File: src/rtl/boot_uart_transmitter.sv
// Boot-link UART transmitter: 8N1 (or 8E1 with BOOT_UART_TX_PARITY_EN), LSB first.
// Latency: start bit appears on o_tx the cycle after accept; frame = 10 (11) bit times.
// Backpressure: o_byte_ready only in IDLE or last STOP cycle; unaccepted bytes are not queued.
// Optional feature macro: BOOT_UART_TX_PARITY_EN (even parity bit after bit7).
module boot_uart_transmitter #(
    parameter int clk_frequency = 50_000_000,
    parameter int baud_rate     = 115_200
) (
    input  logic       clk,
    input  logic       reset,
    input  logic       i_byte_valid,
    input  logic [7:0] i_byte_data,
    output logic       o_byte_ready,
    output logic       o_busy,
    output logic       o_tx
);

    // Bit period in clocks; must come out >= 2 for the reload/advance scheme to work.
    localparam int CYCLES_PER_BIT = clk_frequency / baud_rate;
    localparam int CNT_W          = $clog2(CYCLES_PER_BIT + 1);

    localparam logic [CNT_W-1:0] CNT_LOAD = CNT_W'(CYCLES_PER_BIT);
    localparam logic [CNT_W-1:0] CNT_ONE  = CNT_W'(1);

    typedef enum logic [2:0] {
        S_IDLE,
        S_START,
        S_DATA,
        S_PARITY,
        S_STOP
    } state_t;

    state_t           r_state;
    logic [CNT_W-1:0] r_cnt;
    logic [2:0]       r_bit_cnt;
    logic [7:0]       r_shift;
    logic             r_tx;
`ifdef BOOT_UART_TX_PARITY_EN
    logic             r_parity;
`endif

    logic w_sym_end;
    logic w_accept;

    // Down-counter at 1 marks the last cycle of the current symbol.
    assign w_sym_end    = (r_cnt == CNT_ONE);
    // Ready in the final STOP cycle lets the next start bit follow with no idle gap.
    assign o_byte_ready = (r_state == S_IDLE) | ((r_state == S_STOP) & w_sym_end);
    assign w_accept     = i_byte_valid & o_byte_ready;
    assign o_busy       = (r_state != S_IDLE);
    assign o_tx         = r_tx;

    // Frame sequencer: symbol timing, data shifting and registered line drive.
    always_ff @(posedge clk or posedge reset) begin
        if (reset) begin
            r_state   <= S_IDLE;
            r_cnt     <= '0;
            r_bit_cnt <= '0;
            r_shift   <= '0;
            r_tx      <= 1'b1;
`ifdef BOOT_UART_TX_PARITY_EN
            r_parity  <= 1'b0;
`endif
        end else begin
            case (r_state)
                S_IDLE: begin
                    r_tx <= 1'b1;
                    if (w_accept) begin
                        r_state   <= S_START;
                        r_shift   <= i_byte_data;
                        r_cnt     <= CNT_LOAD;
                        r_bit_cnt <= '0;
                        r_tx      <= 1'b0;
`ifdef BOOT_UART_TX_PARITY_EN
                        r_parity  <= ^i_byte_data;
`endif
                    end
                end

                S_START: begin
                    if (w_sym_end) begin
                        r_state <= S_DATA;
                        r_cnt   <= CNT_LOAD;
                        r_tx    <= r_shift[0];
                    end else begin
                        r_cnt <= r_cnt - CNT_ONE;
                    end
                end

                S_DATA: begin
                    if (w_sym_end) begin
                        r_cnt <= CNT_LOAD;
                        if (r_bit_cnt == 3'd7) begin
                            r_bit_cnt <= '0;
`ifdef BOOT_UART_TX_PARITY_EN
                            r_state   <= S_PARITY;
                            r_tx      <= r_parity;
`else
                            r_state   <= S_STOP;
                            r_tx      <= 1'b1;
`endif
                        end else begin
                            // Shift so the next data bit is always at bit 0.
                            r_bit_cnt <= r_bit_cnt + 3'd1;
                            r_shift   <= {1'b0, r_shift[7:1]};
                            r_tx      <= r_shift[1];
                        end
                    end else begin
                        r_cnt <= r_cnt - CNT_ONE;
                    end
                end

                S_PARITY: begin
                    if (w_sym_end) begin
                        r_state <= S_STOP;
                        r_cnt   <= CNT_LOAD;
                        r_tx    <= 1'b1;
                    end else begin
                        r_cnt <= r_cnt - CNT_ONE;
                    end
                end

                S_STOP: begin
                    if (w_sym_end) begin
                        if (w_accept) begin
                            // Chain straight into the next frame's start bit.
                            r_state   <= S_START;
                            r_shift   <= i_byte_data;
                            r_cnt     <= CNT_LOAD;
                            r_bit_cnt <= '0;
                            r_tx      <= 1'b0;
`ifdef BOOT_UART_TX_PARITY_EN
                            r_parity  <= ^i_byte_data;
`endif
                        end else begin
                            r_state <= S_IDLE;
                            r_cnt   <= '0;
                            r_tx    <= 1'b1;
                        end
                    end else begin
                        r_cnt <= r_cnt - CNT_ONE;
                    end
                end

                default: begin
                    r_state <= S_IDLE;
                    r_cnt   <= '0;
                    r_tx    <= 1'b1;
                end
            endcase
        end
    end

endmodule
File: config.mk
export PLATFORM = sky130hd
export DESIGN_NAME = boot_uart_transmitter
export DESIGN_NICKNAME = d
export VERILOG_FILES = /design/src/rtl/boot_uart_transmitter.sv
export SDC_FILE = /design/constraint.sdc
export NUM_CORES = 1
export LEC_CHECK = 0
export CORE_UTILIZATION = 30
export CTS_CLUSTER_SIZE = 25
export DETAILED_ROUTE_END_ITERATION = 8
export DONT_BUFFER_PORTS = 1
export GPL_TIMING_DRIVEN = 0
export MAX_ROUTING_LAYER = met4
export PLACE_DENSITY_LB_ADDON = 0.05
export SETUP_SLACK_MARGIN = 0.1
export SYNTH_ARGS = -nofsm -noshare
export SYNTH_HDL_FRONTEND = slang
export SYNTH_SLANG_ARGS = --single-unit
export TNS_END_PERCENT = 50
File: constraint.sdc
create_clock -name clk -period 2.2 [get_ports clk]
set_input_delay 0.22 -clock clk [delete_from_list [all_inputs] [get_ports clk]]
set_output_delay 0.22 -clock clk [all_outputs]
set_load 0.05 [all_outputs]
After elaboration in Yosys (flattened, before gate mapping) --
Index checks and enable logic that the tools add are counted.
Operators by class: muxes and demuxes 30, reductions and logical operators 8, add/sub/neg operators 2, $mul 0, equality and inequality tests 13, div/mod/pow operators 0, shift-type cells 0, $lt $le $gt $ge 0, bitwise gates (word level) 3
Operator list (number):
- $mux 9 | 4
- $mux 8 | 4
- $mux 3 | 10
- $pmux 9 s3 | 1
- $pmux 8 s3 | 1
- $pmux 3 s5 | 1
- $ne 2x2->1 const B | 7
- $eq 9x1->1 const B | 1
- $pmux 3 s3 | 1
- $sub 9x1->9 const B | 1
- $reduce_and 4->1 | 2
- $mux 1 | 7
- $eq 3x2->1 const B | 2
- $eq 3x3->1 const B | 2
- $reduce_and 6->1 | 1
- $reduce_bool 3->1 | 2
- $pmux 1 s5 | 1
- $add 3x1->3 const B | 1
- $eq 3x1->1 const B | 1
- $logic_not 3->1 | 1
- $reduce_and 3->1 | 1
- $reduce_or 3->1 | 1
- $and 1x1->1 | 2
- $or 1x1->1 | 1
Storage, ports and cells: bits in latches 0, memory bits (read-only) 0, word-level logic and storage cells 61, bits in registers 24, input port bits 11, RAM bits 0, output and inout bits 3, memories kept 0

Depth between registers and ports, before layout --
Gate-level depths: netlist of run 1.
depth in word-level cells 7, mapped depth 7, mapped depth without buffers 6

Worst setup path after synthesis of run 1 --
OpenSTA, ideal clock, no wires.
kind register to output, start point reg r_cnt[1], end point out o_byte_ready, data arrival time 2.107 ns, data required time 1.980 ns, cell stages (with the launch flop) 6, path buffers 0, setup slack -0.127 ns, cell sequence dfrtp_1 > inv_1 > ha_1 > nor4b_1 > a21oi_2 > nor2_1
On the way: cells in the longest elaborated chain, start to end 3
RTL lines:
- from (decl) | RTL line 34 | logic [CNT_W-1:0] r_cnt;
- from (signal assigned) | RTL line 86 | r_cnt <= r_cnt - CNT_ONE;
- from (signal assigned) | RTL line 109 | r_cnt <= r_cnt - CNT_ONE;
- from (signal assigned) | RTL line 119 | r_cnt <= r_cnt - CNT_ONE;
- $eq 9x1->1 | RTL line 46 | assign w_sym_end = (r_cnt == CNT_ONE);
- $and 1x1->1 | RTL line 48 | assign o_byte_ready = (r_state == S_IDLE) | ((r_state == S_STOP) & w_sym_end);
- $or 1x1->1 | RTL line 48
- to (decl) | RTL line 13 | output logic o_byte_ready,
No other way between the ends.

Worst setup path in the final report of run 1 --
start point reg r_cnt[6], end point reg r_shift[5]
On the way: cells in the longest elaborated chain, start to end 7, elaborated cells on any way between the ends 10, classes of those cells eq/ne (3); mux (3); bitwise (3); reduce/logical (1)
RTL lines:
- $eq 9x1->1 * | RTL line 46
- $and 1x1->1 | RTL line 48
- $or 1x1->1 | RTL line 48
- $and 1x1->1 | RTL line 49 | assign w_accept = i_byte_valid & o_byte_ready;
- $mux 8 (2 in series)
- $pmux 8 s3
- to (signal assigned) | RTL line 70 | r_shift <= i_byte_data;
- to (signal assigned) | RTL line 105 | r_shift <= {1'b0, r_shift[7:1]};
- to (signal assigned) | RTL line 128 | r_shift <= i_byte_data;
- to (decl) | RTL line 36 | logic [7:0] r_shift;
Mark *: on every way between the ends. The rest lies on a longest branch, timed or not. The select of a mux whose other input is x is not followed. A chain may end at the register's enable or synchronous reset.

==> impl_metrics.env, run 1 <==
export IMPL_grt_pass1_wl_um=6582
export IMPL_wire_per_inst_um=17.91
export IMPL_power_density_mw_per_mm2=479.9
export IMPL_ys_seq_area_share_pct=42.12
export IMPL_outcome="finished, final reports clean"
export IMPL_first_pass_iters=6
export IMPL_dr_first_iter_drc_count=84
export IMPL_final_hold_violation_count=0
export IMPL_arrival_ns=2.33
export IMPL_htree_num_levels=1
export IMPL_crit_top_cell="or4_4"
export IMPL_row_count=24
export IMPL_diodes=0
export IMPL_maxCapViolCount=0
export IMPL_cp_end_kind="register"
export IMPL_grt_usage_pct=17.12
export IMPL_yosys_register_bits=24
export IMPL_skew_ns=0.001738
export IMPL_gp_congestion=0.8745
export IMPL_fin_nets=179
export IMPL_synth_area_mm2=0.001429
export IMPL_leakage_nw=0.6662
export IMPL_synth_ff_type="dfrtp_1"
export IMPL_hold_worst_slack_ns=0.03481
export IMPL_synthTopCellsByArea="dfrtp_1 (40%), o21ai_0 (7.0%), a2bb2oi_1 (4.3%)"
export IMPL_yosysWarnings=0
export IMPL_routed_via_density=5.935
export IMPL_area_growth_pct=24.08
export IMPL_finalCritPeriodShare_pct=96.94
export IMPL_stdcell_count=215
export IMPL_cts_sinks=24
export IMPL_path_cells="or4_4, or4_4, a21oi_4, buf_12, a2bb2oi_1"
export IMPL_grt_setup_unrepaired="true"
export IMPL_drive_gt1_share_pct=25.15
export IMPL_yosysTopAreaCell="dfrtp_1"
export IMPL_start_util_pct=31.94
export IMPL_slew_limit_headroom_pct=37.75
export IMPL_fmax_mhz=468.9
export IMPL_critPathBufInv=1
export IMPL_async_flop_share_pct=100.0
export IMPL_dp_cells=204
export IMPL_critical_path_class="reg2reg"
export IMPL_grt_overflow=0
export IMPL_drtAntennaViolNets=0
export IMPL_setup_viol=0
export IMPL_worstSetupStartpointType="register"
export IMPL_crit_slowest_cell="or4_4"
export IMPL_cts_tree="yes"
export IMPL_core_area_mm2=0.004474
export IMPL_grt_pass1_vias=1297
export IMPL_grt_max_degree=25
export IMPL_vias=1276
export IMPL_cts_root_buf="clkbuf_8"
export IMPL_finish_instance_area_mm2=0.001773
export IMPL_hp_class="in2async"
export IMPL_post_route_min_period_ns=2.133
export IMPL_synth_area_per_cell_um2=9.400
export IMPL_tightest_slew_ns=0.9327
export IMPL_hpwl_um=2578
export IMPL_crit_family="simple AND/OR/NAND/NOR gates"
export IMPL_port_buffer_count=0
export IMPL_fp_dieH_um=71.02
export IMPL_antenna_found_initial=0
export IMPL_drc_errors=0
export IMPL_synth_common_cells="dfrtp_1 (23), o21ai_0 (20), nor2_1 (10), inv_1 (9)"
export IMPL_numCtsBuffers=3
export IMPL_synth_cell_types=44
export IMPL_cp_slowest_stage_delay_ns=0.59
export IMPL_syn_inst=152
export IMPL_placed_area_mm2=0.001503
export IMPL_synth_nets=167
export IMPL_synth_top_cell_area_share_pct=40.28
export IMPL_synth_edff_count=0
export IMPL_ios=14
export IMPL_die_area_mm2=0.005043
export IMPL_clkTransAtPathRegs_ns=0.09
export IMPL_slew_viol_final=0
export IMPL_worstSkewPairLatency_ns=0.27
export IMPL_wl_um=3850
export IMPL_yosysMostFrequentCell="dfrtp_1"
export IMPL_clockBufferDepth=2
export IMPL_crit_path_max_fanout=7
export IMPL_max_vdd_ir_drop_v=0.0003230
export IMPL_required_ns=2.40
export IMPL_die_w_um=71.02
-- routing by layer --
metal	vias up	wire [um]	track usage (%)
met1	648	1848	23.06
met5	-	0	-
met3	6	85	1.994
met2	23	1855	27.03
met4	0	60	5.333
li1	599	-	-
-- cells by family after synthesis --
logic type | synth area share, %
muxes | 0.7006
AOI/OAI and AO/OA | 26.97
xor gates and xnor gates | 1.226
DFF | 42.12
buffers and inverters | 3.939
and+or+nand+nor | 20.84
adders and majority gates | 4.203
-- registers in the layout, indices dropped and copies added (netlist names) --
register and cells:
r_state 3, o_tx 1, r_shift 8, r_bit_cnt 3, r_cnt 9
-- metrics by stage --
step	TNS (ns)	power, mW	util (%)	setup slack [ns]
CTS	0	0.8616	38.48	0.05450
global placement	-4.700	0.4637	33.59	-0.4274
detailed placement	-4.881	0.4638	33.59	-0.3847
floorplan	0	0.4599	-	0.1526
finish	0	0.8508	39.63	0.06735
global route	0	0.8780	39.63	0.04713
-- final timing paths --
check / endpoint / depth (start not counted) / slack [ns] / from
setup / recovery: r_shift[5] / 5 / 0.07 / r_cnt[6]
hold / removal: r_shift[2] / 1 / 0.03 / reset
setup reg to reg: r_shift[5] / 5 / 0.07 / r_cnt[6]
hold reg to reg: r_bit_cnt[0] / 1 / 0.50 / r_bit_cnt[0]
max in group asynchronous: r_cnt[5] / 1 / 1.59 / reset
min in group clk: o_tx / 2 / 0.11 / i_byte_valid
-- placed cells by master (no fill, tap or decap), types with 3 or more instances in the layout --
cell type,synthesis,final
a21oi_4,1,3
o21ai_0,20,20
clkbuf_8,0,3
dfrtp_1,23,23
nand3_1,5,5
buf_4,0,6
o21a_1,4,4
clkbuf_1,4,3
a2bb2oi_2,0,5
nand2_1,7,7
a21oi_1,4,4
nor2_1,10,7
nor3_1,6,5
ha_1,4,3
inv_1,9,8
or3_1,7,7
-- layout make-up --
class | instances | area [um^2]
Buffer | 4 | 16.27
Clock buffer | 3 | 41.29
Clock inverter | 1 | 30.03
Fill cell | 454 | 2701
Inverter | 10 | 40.04
Multi-Input combinational cell | 113 | 893.4
Sequential cell | 24 | 601.8
Tap cell | 52 | 65.06
Timing Repair Buffer | 8 | 85.08
-- power breakdown --
part           total [mW]  switching (mW)  internal [mW]  leakage (nW)
clock               0.396           0.152          0.243        0.0357
combinational      0.0143          0.0120        0.00223         0.322
sequential          0.441               0          0.441         0.308
total               0.851           0.164          0.687         0.666
-- what timing repair did --
action                     4_1_cts  5_1_grt
setup endpoints to repair       26       18
pin swaps                        2        1
hold buffers                     0        0
buffers inserted                 6        2
gates resized for setup         17        7
Note: power is estimated with default switching activity, not from simulation.
==> run 2, diff against run 1 <==
- ABC_CLOCK_PERIOD_IN_PS: not set -> 2200
==> results of run 2 <==
No change in the layout: final DEF, timing and power equal those of run 1.
